## config.mk

```make
export PLATFORM = sky130hd
export DESIGN_NAME = uart_cmd_responder_flat
export DESIGN_NICKNAME = d
export VERILOG_FILES = /design/src/rtl/uart_cmd_responder_if.sv /design/src/rtl/uart_cmd_responder.sv /design/src/flat_wrapper.sv
export SDC_FILE = /design/constraint.sdc
export NUM_CORES = 1
export LEC_CHECK = 0
export BUFFER_PORTS_ARGS = -buffer_cell sky130_fd_sc_hd__buf_4
export CORE_UTILIZATION = 30
export CTS_BUF_LIST = sky130_fd_sc_hd__clkbuf_16
export DETAILED_ROUTE_END_ITERATION = 8
export HOLD_SLACK_MARGIN = 0.15
export PLACE_DENSITY = 0.56
export SYNTH_ARGS = -nofsm -noshare
export SYNTH_HDL_FRONTEND = slang
export SYNTH_SLANG_ARGS = --single-unit
```

## constraint.sdc

```tcl
create_clock -name clk_i -period 13.77 [get_ports clk_i]
set_input_delay 1.377 -clock clk_i [delete_from_list [all_inputs] [get_ports clk_i]]
set_output_delay 1.377 -clock clk_i [all_outputs]
set_load 0.01 [all_outputs]
```

## src/rtl/uart_cmd_responder_if.sv

```systemverilog
// Byte stream and register-bus signals of the UART command responder.
// The master modport is the responder's view (it masters the register bus);
// the slave modport is the environment: UART receiver/transmitter and bus target.
`timescale 1ns/1ps
interface uart_cmd_responder_if #(
    parameter int AddrWidth = 16
);
    logic [7:0]           rx_data_i;
    logic                 rx_valid_i;
    logic [7:0]           tx_data_o;
    logic                 tx_valid_o;
    logic                 tx_ready_i;
    logic                 bus_req_o;
    logic                 bus_we_o;
    logic [AddrWidth-1:0] bus_addr_o;
    logic [31:0]          bus_data_o;
    logic [31:0]          bus_data_i;
    logic                 bus_ack_i;

    modport master (
        input  rx_data_i, rx_valid_i, tx_ready_i, bus_data_i, bus_ack_i,
        output tx_data_o, tx_valid_o, bus_req_o, bus_we_o, bus_addr_o, bus_data_o
    );

    modport slave (
        output rx_data_i, rx_valid_i, tx_ready_i, bus_data_i, bus_ack_i,
        input  tx_data_o, tx_valid_o, bus_req_o, bus_we_o, bus_addr_o, bus_data_o
    );
endinterface

```

## src/rtl/uart_cmd_responder.sv

```systemverilog
// ASCII command responder: parses "wFPGA,<addr>,<data>\n" / "rFPGA,<addr>\n",
// runs one register-bus transaction per command and returns read data as
// decimal ASCII (or "ERR\n") to the UART transmitter.
`timescale 1ns/1ps
module uart_cmd_responder #(
    parameter int AddrWidth     = 16,
    parameter int TimeoutCycles = 255
) (
    input  logic                 clk_i,
    input  logic                 reset_i,
    uart_cmd_responder_if.master sys_if,
    output logic                 busy_o,
    output logic                 overrun_o
);
    typedef enum logic [2:0] {S_HDR, S_ADDR, S_DATA, S_DISCARD, S_BUS, S_FMT, S_SEND} state_t;

    localparam logic [35:0] ADDR_MAX     = (36'd1 << AddrWidth) - 36'd1;
    localparam logic [35:0] DATA_MAX     = 36'h0_FFFF_FFFF;
    localparam logic [15:0] TIMEOUT_LAST = 16'(TimeoutCycles - 1);
    localparam logic [7:0]  CH_LF        = 8'h0A;
    localparam logic [7:0]  CH_CR        = 8'h0D;
    localparam logic [7:0]  CH_COMMA     = 8'h2C;

    // Expected header character at positions 1..5 ("FPGA,").
    function automatic logic [7:0] hdr_char(input logic [2:0] idx);
        case (idx)
            3'd1:    return "F";
            3'd2:    return "P";
            3'd3:    return "G";
            3'd4:    return "A";
            default: return CH_COMMA;
        endcase
    endfunction

    // Decimal weights, most significant first.
    function automatic logic [31:0] pow10(input logic [3:0] idx);
        case (idx)
            4'd0:    return 32'd1000000000;
            4'd1:    return 32'd100000000;
            4'd2:    return 32'd10000000;
            4'd3:    return 32'd1000000;
            4'd4:    return 32'd100000;
            4'd5:    return 32'd10000;
            4'd6:    return 32'd1000;
            4'd7:    return 32'd100;
            4'd8:    return 32'd10;
            default: return 32'd1;
        endcase
    endfunction

    state_t               r_state, w_state;
    logic [2:0]           r_hdr_idx, w_hdr_idx;
    logic                 r_is_write, w_is_write;
    logic [31:0]          r_acc, w_acc;
    logic                 r_has_digit, w_has_digit;
    logic                 r_ovf, w_ovf;
    logic [AddrWidth-1:0] r_addr, w_addr;
    logic [31:0]          r_wdata, w_wdata;
    logic [15:0]          r_timer, w_timer;
    logic [31:0]          r_val, w_val;
    logic [3:0]           r_pow_idx, w_pow_idx;
    logic [3:0]           r_digit, w_digit;
    logic                 r_started, w_started;
    logic [3:0]           r_len, w_len;
    logic [3:0]           r_tx_idx, w_tx_idx;
    logic                 r_overrun, w_overrun;
    logic [7:0]           r_buf [12];

    logic                 w_buf_we, w_buf_nl, w_err_load;
    logic [7:0]           w_buf_byte;

    logic [7:0]           w_rx;
    logic                 w_rx_valid, w_is_digit, w_field_ok;
    logic [35:0]          w_acc_mul, w_limit;
    logic [31:0]          w_pow;

    assign w_rx       = sys_if.rx_data_i;
    assign w_rx_valid = sys_if.rx_valid_i && (sys_if.rx_data_i != CH_CR);
    assign w_is_digit = (w_rx >= "0") && (w_rx <= "9");
    assign w_acc_mul  = {4'd0, r_acc} * 36'd10 + {32'd0, w_rx[3:0]};
    assign w_limit    = (r_state == S_ADDR) ? ADDR_MAX : DATA_MAX;
    assign w_field_ok = r_has_digit && !r_ovf;
    assign w_pow      = pow10(r_pow_idx);

    // Next-state and datapath update for parse, bus, format and send phases.
    always_comb begin
        // NOTE: every signal gets a default first so no path through the case leaves it unassigned (no latch).
        w_state     = r_state;
        w_hdr_idx   = (r_state == S_HDR) ? r_hdr_idx : 3'd0;
        w_is_write  = r_is_write;
        w_acc       = r_acc;
        w_has_digit = r_has_digit;
        w_ovf       = r_ovf;
        w_addr      = r_addr;
        w_wdata     = r_wdata;
        w_timer     = r_timer;
        w_val       = r_val;
        w_pow_idx   = r_pow_idx;
        w_digit     = r_digit;
        w_started   = r_started;
        w_len       = r_len;
        w_tx_idx    = r_tx_idx;
        w_overrun   = sys_if.rx_valid_i && (r_state inside {S_BUS, S_FMT, S_SEND});
        w_buf_we    = 1'b0;
        w_buf_nl    = 1'b0;
        w_buf_byte  = 8'h00;
        w_err_load  = 1'b0;
        case (r_state)
            S_HDR: if (w_rx_valid) begin
                if (r_hdr_idx == 3'd0) begin
                    if (w_rx == "w" || w_rx == "r") begin
                        w_is_write = (w_rx == "w");
                        w_hdr_idx  = 3'd1;
                    end else if (w_rx != CH_LF) begin
                        w_state = S_DISCARD;
                    end
                end else if (w_rx == hdr_char(r_hdr_idx)) begin
                    if (r_hdr_idx == 3'd5) begin
                        w_state     = S_ADDR;
                        w_acc       = '0;
                        w_has_digit = 1'b0;
                        w_ovf       = 1'b0;
                    end else begin
                        w_hdr_idx = r_hdr_idx + 3'd1;
                    end
                end else if (w_rx == CH_LF) begin
                    w_err_load = 1'b1;
                end else begin
                    w_state = S_DISCARD;
                end
            end
            S_ADDR, S_DATA: if (w_rx_valid) begin
                if (w_is_digit) begin
                    w_acc       = w_acc_mul[31:0];
                    w_has_digit = 1'b1;
                    if (w_acc_mul > w_limit) w_ovf = 1'b1;
                end else if (w_field_ok && r_state == S_ADDR && r_is_write && w_rx == CH_COMMA) begin
                    w_addr      = r_acc[AddrWidth-1:0];
                    w_state     = S_DATA;
                    w_acc       = '0;
                    w_has_digit = 1'b0;
                end else if (w_field_ok && w_rx == CH_LF && !(r_state == S_ADDR && r_is_write)) begin
                    if (r_state == S_ADDR) w_addr = r_acc[AddrWidth-1:0];
                    else                   w_wdata = r_acc;
                    w_state = S_BUS;
                    w_timer = '0;
                end else if (w_rx == CH_LF) begin
                    w_err_load = 1'b1;
                end else begin
                    w_state = S_DISCARD;
                end
            end
            S_DISCARD: if (w_rx_valid && w_rx == CH_LF) w_err_load = 1'b1;
            S_BUS: begin
                if (sys_if.bus_ack_i) begin
                    if (r_is_write) begin
                        w_state = S_HDR;
                    end else begin
                        w_val     = sys_if.bus_data_i;
                        w_pow_idx = '0;
                        w_digit   = '0;
                        w_started = 1'b0;
                        w_len     = '0;
                        w_state   = S_FMT;
                    end
                end else if (r_timer == TIMEOUT_LAST) begin
                    w_err_load = 1'b1;
                end else begin
                    w_timer = r_timer + 16'd1;
                end
            end
            S_FMT: begin
                if (r_val >= w_pow) begin
                    w_val   = r_val - w_pow;
                    w_digit = r_digit + 4'd1;
                end else begin
                    // Leading zeros are skipped; the units digit is always emitted.
                    if (r_digit != 4'd0 || r_started || r_pow_idx == 4'd9) begin
                        w_buf_we   = 1'b1;
                        w_buf_byte = 8'h30 + {4'd0, r_digit};
                        w_len      = r_len + 4'd1;
                        w_started  = 1'b1;
                    end
                    w_digit = '0;
                    if (r_pow_idx == 4'd9) begin
                        w_buf_nl = 1'b1;
                        w_len    = r_len + 4'd2;
                        w_tx_idx = '0;
                        w_state  = S_SEND;
                    end else begin
                        w_pow_idx = r_pow_idx + 4'd1;
                    end
                end
            end
            S_SEND: if (sys_if.tx_ready_i) begin
                if (r_tx_idx == r_len - 4'd1) w_state = S_HDR;
                else                          w_tx_idx = r_tx_idx + 4'd1;
            end
            default: w_state = S_HDR;
        endcase
        if (w_err_load) begin
            w_state  = S_SEND;
            w_len    = 4'd4;
            w_tx_idx = '0;
        end
    end

    // State and datapath registers.
    always_ff @(posedge clk_i or negedge reset_i) begin
        if (!reset_i) begin
            r_state     <= S_HDR;
            r_hdr_idx   <= '0;
            r_is_write  <= 1'b0;
            r_acc       <= '0;
            r_has_digit <= 1'b0;
            r_ovf       <= 1'b0;
            r_addr      <= '0;
            r_wdata     <= '0;
            r_timer     <= '0;
            r_val       <= '0;
            r_pow_idx   <= '0;
            r_digit     <= '0;
            r_started   <= 1'b0;
            r_len       <= '0;
            r_tx_idx    <= '0;
            r_overrun   <= 1'b0;
        end else begin
            // NOTE: non-blocking assignments so every register samples pre-edge values.
            r_state     <= w_state;
            r_hdr_idx   <= w_hdr_idx;
            r_is_write  <= w_is_write;
            r_acc       <= w_acc;
            r_has_digit <= w_has_digit;
            r_ovf       <= w_ovf;
            r_addr      <= w_addr;
            r_wdata     <= w_wdata;
            r_timer     <= w_timer;
            r_val       <= w_val;
            r_pow_idx   <= w_pow_idx;
            r_digit     <= w_digit;
            r_started   <= w_started;
            r_len       <= w_len;
            r_tx_idx    <= w_tx_idx;
            r_overrun   <= w_overrun;
        end
    end

    // Response buffer writes: "ERR\n" preload or formatted digits plus newline.
    always_ff @(posedge clk_i) begin
        // NOTE: the buffer has no reset; every byte is written before SEND reads it.
        if (w_err_load) begin
            r_buf[0] <= "E";
            r_buf[1] <= "R";
            r_buf[2] <= "R";
            r_buf[3] <= CH_LF;
        end else begin
            if (w_buf_we) r_buf[r_len] <= w_buf_byte;
            if (w_buf_nl) r_buf[r_len + 4'd1] <= CH_LF;
        end
    end

    assign sys_if.tx_valid_o = (r_state == S_SEND);
    assign sys_if.tx_data_o  = (r_state == S_SEND) ? r_buf[r_tx_idx] : 8'h00;
    assign sys_if.bus_req_o  = (r_state == S_BUS);
    assign sys_if.bus_we_o   = r_is_write;
    assign sys_if.bus_addr_o = r_addr;
    assign sys_if.bus_data_o = r_wdata;
    assign busy_o            = r_state inside {S_BUS, S_FMT, S_SEND};
    assign overrun_o         = r_overrun;
endmodule

```

## src/flat_wrapper.sv

```systemverilog
// flat-port wrapper written by rule: the top's interface ports become plain ports
module uart_cmd_responder_flat 
#(
    parameter int AddrWidth     = 16,
    parameter int TimeoutCycles = 255
)
  (clk_i, reset_i, busy_o, overrun_o, sys_if_rx_data_i, sys_if_rx_valid_i, sys_if_tx_ready_i, sys_if_bus_data_i, sys_if_bus_ack_i, sys_if_tx_data_o, sys_if_tx_valid_o, sys_if_bus_req_o, sys_if_bus_we_o, sys_if_bus_addr_o, sys_if_bus_data_o);
  uart_cmd_responder_if #(.AddrWidth(AddrWidth)) sys_if_i ();
  input  logic clk_i;
  input  logic reset_i;
  output logic busy_o;
  output logic overrun_o;
  input wire logic [$bits(sys_if_i.rx_data_i)-1:0] sys_if_rx_data_i;
  input wire logic [$bits(sys_if_i.rx_valid_i)-1:0] sys_if_rx_valid_i;
  input wire logic [$bits(sys_if_i.tx_ready_i)-1:0] sys_if_tx_ready_i;
  input wire logic [$bits(sys_if_i.bus_data_i)-1:0] sys_if_bus_data_i;
  input wire logic [$bits(sys_if_i.bus_ack_i)-1:0] sys_if_bus_ack_i;
  output wire logic [$bits(sys_if_i.tx_data_o)-1:0] sys_if_tx_data_o;
  output wire logic [$bits(sys_if_i.tx_valid_o)-1:0] sys_if_tx_valid_o;
  output wire logic [$bits(sys_if_i.bus_req_o)-1:0] sys_if_bus_req_o;
  output wire logic [$bits(sys_if_i.bus_we_o)-1:0] sys_if_bus_we_o;
  output wire logic [$bits(sys_if_i.bus_addr_o)-1:0] sys_if_bus_addr_o;
  output wire logic [$bits(sys_if_i.bus_data_o)-1:0] sys_if_bus_data_o;
  assign sys_if_i.rx_data_i = sys_if_rx_data_i;
  assign sys_if_i.rx_valid_i = sys_if_rx_valid_i;
  assign sys_if_i.tx_ready_i = sys_if_tx_ready_i;
  assign sys_if_i.bus_data_i = sys_if_bus_data_i;
  assign sys_if_i.bus_ack_i = sys_if_bus_ack_i;
  assign sys_if_tx_data_o = sys_if_i.tx_data_o;
  assign sys_if_tx_valid_o = sys_if_i.tx_valid_o;
  assign sys_if_bus_req_o = sys_if_i.bus_req_o;
  assign sys_if_bus_we_o = sys_if_i.bus_we_o;
  assign sys_if_bus_addr_o = sys_if_i.bus_addr_o;
  assign sys_if_bus_data_o = sys_if_i.bus_data_o;
  uart_cmd_responder #(.AddrWidth(AddrWidth), .TimeoutCycles(TimeoutCycles)) u_core (.clk_i(clk_i), .reset_i(reset_i), .sys_if(sys_if_i), .busy_o(busy_o), .overrun_o(overrun_o));
endmodule
```

-- Yosys cells after proc, flatten, opt, wreduce, memory -nomap -nowiden
Memories as Yosys holds them, arrays and structs flattened.
Index checks and enable logic that the tools add are counted.
- flip-flop bits (word level): 155
- memories kept: 2
- input port bits: 45
- bits in read-only memories: 480
- memory bits (writable): 96
- memories (name ; words ; bits a word ; rd ports ; clocked after Yosys merged registers in ; wr ports ; line ; text):
    (name not given) ; 16 ; 30 ; 1 ; 0 ; 0 ; uart_cmd_responder.sv:37 ; case (idx)
    u_core.r_buf ; 12 ; 8 ; 1 ; 0 ; 4 ; uart_cmd_responder.sv:67 ; logic [7:0] r_buf [12];
- add/subtract/negate cells: 11
- multiply operators: 1
- bitwise operators: 3
- muxes and demuxes: 124
- reductions and logical operators: 43
- equal/unequal tests: 55
- order comparisons: 4
- operators by type and width (operator ; number):
    2-to-1 mux 32 bit ; 11
    2-to-1 mux 16 bit ; 9
    case mux 32 bit (2 select lines) ; 2
    2-to-1 mux 3 bit ; 25
    2-to-1 mux 8 bit ; 9
    2-to-1 mux 4 bit ; 16
    2-to-1 mux 1 bit ; 41
    adder 36 x 4 -> 36 bit ; 1
    > comparator 36 bit ; 1
    multiplier 32 x 3 -> 35 bit, second input constant ; 1
    greater-or-equal comparator 32 bit ; 1
    case mux 16 bit (2 select lines) ; 1
    case mux 4 bit (2 select lines) ; 4
    subtractor 32 bit ; 1
    case mux 7 bit (4 select lines) ; 1
    inequality test 2 bit, second input constant ; 13
    AND reduction 5 bit ; 5
    inequality test 3 x 2 -> 1 bit, second input constant ; 6
    case mux 3 bit (6 select lines) ; 1
    adder 16 x 1 -> 16 bit, second input constant ; 1
    adder 4 x 1 -> 4 bit, second input constant ; 4
    == test 16 x 8 -> 1 bit, second input constant ; 1
    == test 8 x 7 -> 1 bit, second input constant ; 2
    inequality test 8 x 4 -> 1 bit, second input constant ; 2
    other kinds (37) ; 82

-- Depth between registers and ports, before layout
- depth after elaboration: 14
- mapped depth: 23
- gate-level depth less buffers: 23

-- Least setup slack after synthesis
OpenSTA, ideal clock, no wires.
- kind: register to register
- from: reg u_core.r_acc[1]
- to: reg u_core.r_ovf
- setup time: 0.131 ns
- required time: 13.639 ns
- arrival: 5.547 ns
- buffers on the path: 0
- slack: 8.092 ns
- stages on the path, launching flop included: 24
- period minus slack after synthesis: 5.678 ns
- path through: dfrtp_1 ha_1 ha_1 fa_1 a211oi_2 o21bai_1 a21oi_1 xnor2_1 nand2_1 nor4_1 and4_2 and2_1 nand3_1 xnor2_1 ha_1 and4_1 nand2_1 nor3_1 nand4b_1 nor4b_1 nand4_1 or4_1 o21ai_0 a31oi_1
- word-level cells in the longest chain between the ends: 5
- RTL lines (item ; line ; text):
    start: declaration ; uart_cmd_responder.sv:54 ; logic [31:0] r_acc, w_acc;
    start signal: assignment ; uart_cmd_responder.sv:232 ; r_acc <= w_acc;
    multiplier 32 x 3 -> 35 bit ; uart_cmd_responder.sv:80 ; assign w_acc_mul = {4'd0, r_acc} * 36'd10 + {32'd0, w_rx[3:0]};
    adder 36 x 4 -> 36 bit ; uart_cmd_responder.sv:80 ;
    > comparator 36 bit ; uart_cmd_responder.sv:136 ; if (w_acc_mul > w_limit) w_ovf = 1'b1;
    inequality test 2 x 1 -> 1 bit (no source line) ; - ;
    AND reduction 8 bit (no source line) ; - ;
    end signal: assignment ; uart_cmd_responder.sv:234 ; r_ovf <= w_ovf;
    end: declaration ; uart_cmd_responder.sv:56 ; logic r_ovf, w_ovf;
Every way passes these cells.
A chain may end at the register's enable or synchronous reset.

-- Final worst setup path
Same ends and word-level chain as after synthesis.

==> results_dict.tcl <==
set metrics [dict create \
    htreeDepth 1 \
    pin_count 106 \
    synth_top_area_cell "dfrtp_1" \
    synth_edf_count 0 \
    min_path_type "reg2reg" \
    status "completed" \
    critPathMaxFanout 6 \
    rsz0062_at_grt "false" \
    p_clk_share_pct 24.7 \
    synth_compound_area_share_pct 18.6 \
    drv_slew 0 \
    fp.dieW_um 229 \
    grt_max_degree 94 \
    die_y_um 229 \
    synth_top_area_share_pct 25.1 \
    reg2reg_from "u_core.r_acc[1]" \
    wl_per_cell_um 17.0 \
    synth_seq_area_share_pct 33.5 \
    grt_pass1_wl_um 70600 \
    fin_cells 2526 \
    drt-pass1-iter-count 5 \
    cts_made_buffers 26 \
    drc_errors 0 \
    antenna_found_initial 2 \
    hpwl_um 32100 \
    cts_setup_buffers 0 \
    syn_nets 1951 \
    cts_tree "built" \
    synth-xor-area-share_pct 5.79 \
    worst_setup_path_end_kind "flip-flop" \
    die_area_um2 52400 \
    dp_cells 2478 \
    cts_root_buffer "clkbuf_16" \
    coreArea_um2 50500 \
    cts_hold_buffers 0 \
    yosys.area_share.simple_pct 19.9 \
    syn_area_um2 15400 \
    power.internal_uw 1570 \
    timing.final.crit_share_pct 45.0 \
    clock_sinks 220 \
    cts.path.max_buffers 3 \
    syn_area_per_cell_um2 8.74 \
    place_congestion 0.881 \
    fin_setup_tns_ps 0 \
    synthAdderAreaFrac_pct 11.4 \
    p_sw_uw 1090 \
    cts.clk_slew.worst_paths_ps 60 \
    final_layout_size_suffix_gt1_share_pct 14.0 \
    fin_crit_ps 6190 \
    regArea_um2 5180 \
    synth_ff_type "dfrtp_1" \
    critPathBufInv 0 \
    setup_viol 0 \
    max_slew_margin_pct 22.9 \
    rows 82 \
    fin_nets 2018 \
    worstPathArrival_ps 6610 \
    pwr_density_cell_nw_per_um2 150 \
    synthDistinctLibCells 90 \
    async_flop_share_pct 70.5 \
    worst-setup-path-type "reg2reg" \
    synth_top_family_by_area "simple AND/OR/NAND/NOR gates" \
    cpMostUsedCell "ha_1" \
    slowest_delay_ps 460 \
    yosysMostFrequentCell "nand2_1" \
    worst_pin_slew_ps 1150 \
    power.total_uw 2660 \
    multi_input_comb_area_um2 9800 \
    hold_viol 0 \
    synth_warnings 0 \
    drt-total-wl_um 42900 \
    fill_cells 5300 \
    clk_latency_ps 560 \
    vias 13200 \
    start_kind "flip-flop" \
    p_seq_share_pct 29.9 \
    max_freq_ghz 0.161 \
    startpoint "u_core.r_acc[1]" \
    via_per_inst 5.24 \
    port_buffers 104 \
    ys_top_cells_by_area "dfrtp_1, ha_1, dfxtp_1" \
    synth_common_cells "nand2_1, dfrtp_1, ha_1" \
    fin_skew_ps 29.5 \
    crit_required_ps 14190 \
    overflow 0 \
    track_usage_pct 16.3 \
    crit_path_top_delay_cell "dfrtp_1" \
    muxShareOfSynthArea_pct 7.62 \
    leakagePower_uw 0.00821 \
    max-cap-violations 0 \
    n_antenna_cell 0 \
    ys_ff_latch 220 \
    final_antenna_net_count 0 \
    synthCells 1767 \
    hp-start "u_core.r_buf[9][2]" \
    crit_family "simple AND/OR/NAND/NOR gates" \
    p_comb_share_pct 45.4 \
    area_growth_pct 14.5 \
    p_sw_share_pct 40.9 \
    grt_pass1_vias 13100 \
    worstPathCellList "ha_1, ha_1, fa_1, a211oi_2, o21ai_1, and3_1, a211oi_2, nand4_1, nor3_4, and4_2, and2_1, nand3_1, xnor2_1, ha_1, and4_1, nand2_1, nor3_1, nand4b_1, nor4b_1, nand4_1, or4_1, o21ai_0, a31oi_1" \
    ir_drop_uv 89.6 \
    cts_resized 0 \
    start_util_pct 30.6 \
    drt_iter0_drc 808 \
]
==> final timing paths <==
kind	slack (ps)	endpoint	depth (start not counted)
hold / removal	460	u_core.r_buf[9][2]	2
min in group asynchronous	860	u_core.r_val[9]	1
setup / recovery	7580	u_core.r_ovf	23
max in group asynchronous	11440	u_core.sys_if.bus_data_o[26]	2
setup reg to reg	7580	u_core.r_ovf	23
hold reg to reg	460	u_core.r_buf[9][2]	2
==> cell families (layout without fill, tap and decap cells) <==
group | count (synthesis) | after routing
compound gates | 456 | 456
other cells | 1 | 1
flops | 220 | 220
buf+inv | 122 | 209
simple gates | 636 | 636
mux | 91 | 91
xor+xnor | 102 | 102
fa+ha+maj | 139 | 139
==> tightest hold or removal path, delay by kind of cell (launching register included) <==
kind | cells | cell delay [ps]
AO/OA/AOI/OAI | 1 | 50
AND/OR/NAND/NOR | 1 | 50
flip-flops | 1 | 310
==> stage by stage <==
step | utilization (%) | hold slack, ps | setup slack [ps] | instance area, µm²
2_1_floorplan | - | 430 | 8090 | 15400
3_3_place_gp | 33.4 | 444 | 7730 | 16900
3_5_place_dp | 33.4 | 446 | 7540 | 16900
4_1_cts | 35.0 | 454 | 7540 | 17700
5_1_grt | 35.0 | 477 | 7000 | 17700
6_report | 35.0 | 458 | 7580 | 17700
==> flip-flops by register name (all words and copies together) (netlist names) <==
name / count
u_core.r_hdr_idx: 3
u_core.sys_if.bus_data_o: 32
u_core.r_has_digit: 1
u_core.r_pow_idx: 4
u_core.r_len: 4
u_core.r_state: 3
u_core.r_digit: 4
u_core.r_buf: 65
u_core.r_timer: 16
u_core.r_val: 32
u_core.r_ovf: 1
u_core.overrun_o: 1
u_core.r_tx_idx: 4
u_core.r_acc: 32
u_core.r_started: 1
u_core.sys_if.bus_addr_o: 16
u_core.sys_if.bus_we_o: 1
==> layout by cell type, fill, tap and decap left out, types with 22 or more instances in the layout <==
| master | instances |
|---|---|
| nand2_1 | 216 |
| dfrtp_1 | 155 |
| ha_1 | 136 |
| a21oi_1 | 135 |
| nor2_1 | 125 |
| o21ai_0 | 121 |
| buf_4 | 116 |
| nand3_1 | 88 |
| dfxtp_1 | 65 |
| xnor2_1 | 60 |
| inv_1 | 52 |
| mux2_2 | 52 |
| xor2_1 | 42 |
| a21o_1 | 38 |
| nor3_1 | 35 |
| and2_1 | 31 |
| clkbuf_16 | 28 |
| mux2i_1 | 23 |
| a22o_1 | 22 |
==> power by group through the flow <==
stage | clock [µW] | combinational (µW) | sequential, µW
final | 656 | 1200 | 795
after global routing | 705 | 1360 | 804
after CTS | 681 | 1210 | 794
after detailed placement | 0 | 1200 | 805
after global placement | 0 | 1190 | 804
after floorplan | 0 | 957 | 754
==> layout make-up <==
| class | instances | share of cell area, % |
|---|---|---|
| Clock inverter | 20 | 0.609 |
| Clock buffer | 28 | 3.96 |
| Sequential cell | 220 | 29.3 |
| Timing Repair Buffer | 117 | 4.99 |
| Tap cell | 672 | 4.76 |
| Multi-Input combinational cell | 1425 | 55.4 |
| Inverter | 44 | 0.934 |
==> per-layer routing <==
metal,vias to the layer above,track usage (%),routed length (µm)
li1,6552,-,-
met1,6367,21.9,19700
met2,271,27.7,20500
met3,44,3.03,2190
met4,4,2.58,576
met5,-,0,20
(Power assumes the default switching activity.)
